[src/rtl/instr_encoder_loader.sv]
// instr_encoder_loader: accepts RV32I field bundles, encodes them and streams the
// words into instruction memory from base_addr, one per cycle, for load_len writes.
module instr_encoder_loader #(
    parameter int ADDR_W = 10
) (
    input  logic              clk,
    input  logic              rst_n,
    input  logic              start,
    input  logic [ADDR_W-1:0] base_addr,
    input  logic [ADDR_W-1:0] load_len,
    input  logic              op_valid,
    output logic              op_ready,
    input  logic [2:0]        op_kind,
    input  logic [4:0]        rd,
    input  logic [4:0]        rs1,
    input  logic [4:0]        rs2,
    input  logic [2:0]        funct3,
    input  logic              sub_sra,
    input  logic [31:0]       imm,
    output logic              imem_we,
    output logic [ADDR_W-1:0] imem_addr,
    output logic [31:0]       imem_wdata,
    output logic              busy,
    output logic              done,
    output logic              err_illegal
);
    typedef enum logic [1:0] {S_IDLE, S_RUN, S_DONE} state_t;
    localparam logic [2:0] K_LOAD = 3'd0, K_STORE = 3'd1, K_RTYPE = 3'd2, K_BRANCH = 3'd3,
                           K_ITYPE = 3'd4, K_JAL = 3'd5, K_LUI = 3'd6, K_ILLEGAL = 3'd7;
    localparam logic [ADDR_W-1:0] L_ONE = {{(ADDR_W-1){1'b0}}, 1'b1};

    state_t            r_state;
    logic [ADDR_W-1:0] r_len;
    logic [ADDR_W-1:0] r_ptr;
    logic [ADDR_W-1:0] r_acc;
    logic [ADDR_W-1:0] r_wcnt;
    logic              r_we;
    logic [ADDR_W-1:0] r_addr;
    logic [31:0]       r_wdata;
    logic              r_err;
    logic              w_hs;
    logic              w_legal;
    logic              w_last;
    logic [31:0]       w_enc;

    // r_acc counts legal handshakes, r_wcnt completed writes; they differ by the one in flight
    assign op_ready    = (r_state == S_RUN) && (r_acc < r_len);
    assign w_hs        = op_valid && op_ready;
    assign w_legal     = op_kind != K_ILLEGAL;
    assign w_last      = r_we && ((r_wcnt + L_ONE) == r_len);
    assign imem_we     = r_we;
    assign imem_addr   = r_addr;
    assign imem_wdata  = r_wdata;
    assign busy        = r_state == S_RUN;
    assign done        = r_state == S_DONE;
    assign err_illegal = r_err;

    always_comb begin
        w_enc = 32'h0;
        case (op_kind)
            K_LOAD:   w_enc = {imm[11:0], rs1, funct3, rd, 7'b0000011};
            K_ITYPE:  w_enc = {imm[11:0], rs1, funct3, rd, 7'b0010011};
            K_STORE:  w_enc = {imm[11:5], rs2, rs1, funct3, imm[4:0], 7'b0100011};
            K_RTYPE:  w_enc = {1'b0, sub_sra, 5'b00000, rs2, rs1, funct3, rd, 7'b0110011};
            K_BRANCH: w_enc = {imm[12], imm[10:5], rs2, rs1, funct3, imm[4:1], imm[11], 7'b1100011};
            K_JAL:    w_enc = {imm[20], imm[10:1], imm[11], imm[19:12], rd, 7'b1101111};
            K_LUI:    w_enc = {imm[31:12], rd, 7'b0110111};
            default:  w_enc = 32'h0;
        endcase
    end

    always_ff @(posedge clk or negedge rst_n) begin
        if (!rst_n) begin
            r_state <= S_IDLE;
            r_len   <= '0;
            r_ptr   <= '0;
            r_acc   <= '0;
            r_wcnt  <= '0;
            r_we    <= 1'b0;
            r_addr  <= '0;
            r_wdata <= '0;
            r_err   <= 1'b0;
        end else begin
            r_we <= w_hs && w_legal;
            if (w_hs && w_legal) begin
                r_addr  <= r_ptr;
                r_wdata <= w_enc;
                r_ptr   <= r_ptr + L_ONE;
                r_acc   <= r_acc + L_ONE;
            end
            if (w_hs && !w_legal)
                r_err <= 1'b1;
            if (r_we)
                r_wcnt <= r_wcnt + L_ONE;
            if (r_state != S_RUN && start) begin
                r_len   <= load_len;
                r_ptr   <= base_addr;
                r_acc   <= '0;
                r_wcnt  <= '0;
                r_err   <= 1'b0;
                r_state <= (load_len == '0) ? S_DONE : S_RUN;
            end else if (w_last) begin
                r_state <= S_DONE;
            end
        end
    end
endmodule

[config.mk]
export PLATFORM = sky130hd
export DESIGN_NAME = instr_encoder_loader
export DESIGN_NICKNAME = d
export VERILOG_FILES = /design/src/rtl/instr_encoder_loader.sv
export SDC_FILE = /design/constraint.sdc
export NUM_CORES = 1
export LEC_CHECK = 0
export ABC_AREA = 1
export CORE_MARGIN = 3
export CORE_UTILIZATION = 33
export DETAILED_ROUTE_END_ITERATION = 12
export MAX_ROUTING_LAYER = met4
export PLACE_DENSITY = 0.66
export SLEW_MARGIN = 20
export SYNTH_ARGS = -nofsm -noshare
export SYNTH_HDL_FRONTEND = slang
export SYNTH_SLANG_ARGS = --single-unit
[constraint.sdc]
create_clock -name clk -period 2.5 [get_ports clk]
set_input_delay 0.625 -clock clk [delete_from_list [all_inputs] [get_ports clk]]
set_output_delay 0.625 -clock clk [all_outputs]
set_load 0.01 [all_outputs]
==> impl_results.md <==
- Final Power: 0.00670 W
- ANT nets after route: 0
- Placer congestion estimate: 0.862
- VDD IR max: 0.000384 V
- Clock Tree Buf Depth: 2
- DPL Wire Length: 10200 um
- Post-CTS Hold Buffers: 0
- Setup CP Type: flip-flop to primary output
- Final design utilization: 47.9%
- Final setup fails: 0
- Fmax: 424 MHz
- Slew Limit Fails: 0
- Crit path launch type: flip-flop
- CP max-delay cell: dfrtp_1
- Period Utilization, post-route: 94.3%
- Number of global-route vias before repair: 4482
- Die area: 15900 um2
- Post-synthesis cell count: 652
- Largest net degree at the start of global routing: 47
- Via count: 4577
- CTS Buf Count: 9
- Synthesized area: 4770 um2
- Global-route wire length before repair: 22000 um
- Rows: 43
- CORE AREA: 14000 um2
- Worst slew pin tran: 539 ps
- Clk_skew: 7.12 ps
- Worst-path fanout max: 3
- Fin crit period: 2360 ps
- First drt pass iteration count: 5
- Reg-to-Reg End: r_acc[6]
- Routed WL per cell: 13.9 um
- Outcome: completed
- Tightest Hold Check Type: primary input to asynchronous set/reset pin
- Io pins: 125
- R2R depth: 11
- Final net count: 883
- GRT Util Overall: 17.6%
- DP Worst Slack: 2.39 ps
- Fraction of layout cells with a size suffix above 1: 8.16%
- Setup ws final: 143 ps
- Crit path largest cell delay: 440 ps
- Root Buffer: clkbuf_16
- Synth Net Count: 742
- Slew headroom: 64.1%
- Post-Syn Area per Cell: 7.32 um2
- Power density over cell area: 995 nW/um2
- Drt drc: 0
- Total gr overflow: 0
- Max-cap violations: 0
- Yosys reg bits: 85
- Final Hold Viols: 0
- Synth unique cells: 32
- Die width: 126 um
- Vias per inst: 4.68
- Clock slew at reported path FFs: 60 ps
- WL final: 13500 um
- Warning count from the yosys run: 0
- CTS sink count: 85
- Initial antenna violation count: 0
- R2R setup slack: 320 ps
- Initial core utilization: 34.0%
- Diodes inserted: 0
- CTS tree: yes
- Pleak: 3.22 nW
- Crit-path cells: ha_4, nand4_1, nor3_4, nor2_2, buf_2
- Share of the yosys chip area belonging to registers: 44.5%
- DIE HEIGHT: 126 um
- Setup crit end kind: primary output
- Worst path required time: 1880 ps
- Worst skew pair latency: 340 ps
- Reg-to-reg startpoint: r_len[3]
- Buffers added on ports: 124
- Layout overhead on the synthesized area: 41.0%
- CP Data Arrival Time: 1730 ps
- Htree depth: 3
- Initial DRC Count: 236
## layer usage
metal  global-route usage (%)  share of wire (%)
met5                        -                  0
met4                     5.74                1.7
met3                     4.28                5.2
met2                     28.2                 47
met1                     22.0                 46
## kinds of logic (layout without fill, tap and decap cells)
kind of cell,count (synthesis),in the layout,share of synthesized area [%]
compound gates,92,92,10.4
xor+xnor,13,13,2.38
fa+ha+maj,12,12,3.14
buf+inv,88,233,8.67
flops,85,85,44.5
simple gates,362,362,30.8
## power breakdown
part / switching (W) / internal (W) / total, W / leakage [nW]
Sequential: 0.000353 / 0.00188 / 0.00223 / 1.10
Clock: 0.000553 / 0.00107 / 0.00163 / 0.172
Combinational: 0.00151 / 0.00133 / 0.00284 / 1.95
Total: 0.00242 / 0.00428 / 0.00670 / 3.22
## sequential cells by signal (all words and copies together) (netlist names)
signal and cells:
imem_we 1, r_state 2, imem_wdata 31, err_illegal 1, r_len 10, r_ptr 10, r_wcnt 10, imem_addr 10
r_acc 10
## synth_stat cells
master	number	area (um2)
a21oi_1	12	60.1
a31oi_1	1	6.26
and3_1	1	6.26
buf_1	1	3.75
buf_2	7	35.0
buf_4	2	15.0
buf_6	9	101
clkbuf_1	6	22.5
dfrtp_1	85	2130
ha_1	12	150
inv_1	62	233
inv_2	1	3.75
nand2_1	263	987
nand3_1	46	230
nand3_2	1	10.0
nand4_1	8	50.1
nor2_1	32	120
nor2_2	2	12.5
nor3_1	6	30.0
nor3b_2	1	12.5
nor4_1	1	6.26
o2111ai_1	1	8.76
o21a_1	1	7.51
o21ai_0	58	290
o21ai_1	7	35.0
o21ai_2	4	35.0
o22ai_1	5	31.3
o31ai_1	2	15.0
o41ai_1	1	8.76
or2_2	1	6.26
xnor2_1	1	8.76
xor2_1	12	105
## critical path: cells and delay by family, from the launching register on
kind          cells  cell delay (ps)
buf+inv           1              140
fa+ha+maj         1              300
flops             1              440
simple gates      3              520
## layout by cell type, fill, tap and decap left out, drive strengths merged, types with 2 or more instances in the layout
cell and count:
nand2 263, clkdlybuf4s50 122, dfrtp 85, o21ai 69, inv 63, nand3 47
nor2 34, buf 33, xor2 12, a21oi 12, ha 12, clkbuf 9
nand4 8, nor3 6, o22ai 5, bufinv 4, o31ai 2
## worst max-delay path by stage
stage / cells past startpoint / end / start / slack (ps)
detailed placement: 8 / op_ready / r_len[5] / 2
global placement: 8 / op_ready / r_len[7] / 50
floorplan: 7 / imem_wdata[1] / r_acc[9] / 610
finish: 5 / op_ready / r_acc[9] / 140
global route: 8 / op_ready / r_len[3] / -7
CTS: 8 / op_ready / r_len[7] / 80
## metrics by stage
stage,TNS (ps),instance area [um2],hold slack [ps],instances
5_1_grt,-6.91,6730,294,977
4_1_cts,0,6670,277,973
6_report,0,6730,255,977
3_3_place_gp,0,6300,464,957
3_5_place_dp,0,6300,465,957
2_1_floorplan,0,4770,329,652
## area by class of cell
type | instances | area [um2]
well taps | 180 | 225
fillers | 1398 | 7310
inverters | 63 | 236
clock buffers | 9 | 225
multi-input cells | 479 | 2280
repair buffers | 155 | 1500
clock inverters | 6 | 136
flip-flops and latches | 85 | 2130
## timing repair
item,in CTS,in global routing
pin swaps,1,3
gates resized for setup,6,5
setup endpoints to repair,1,1
setup buffers,1,4
cloned,0,0
Power figures use the tool's default switching activity.
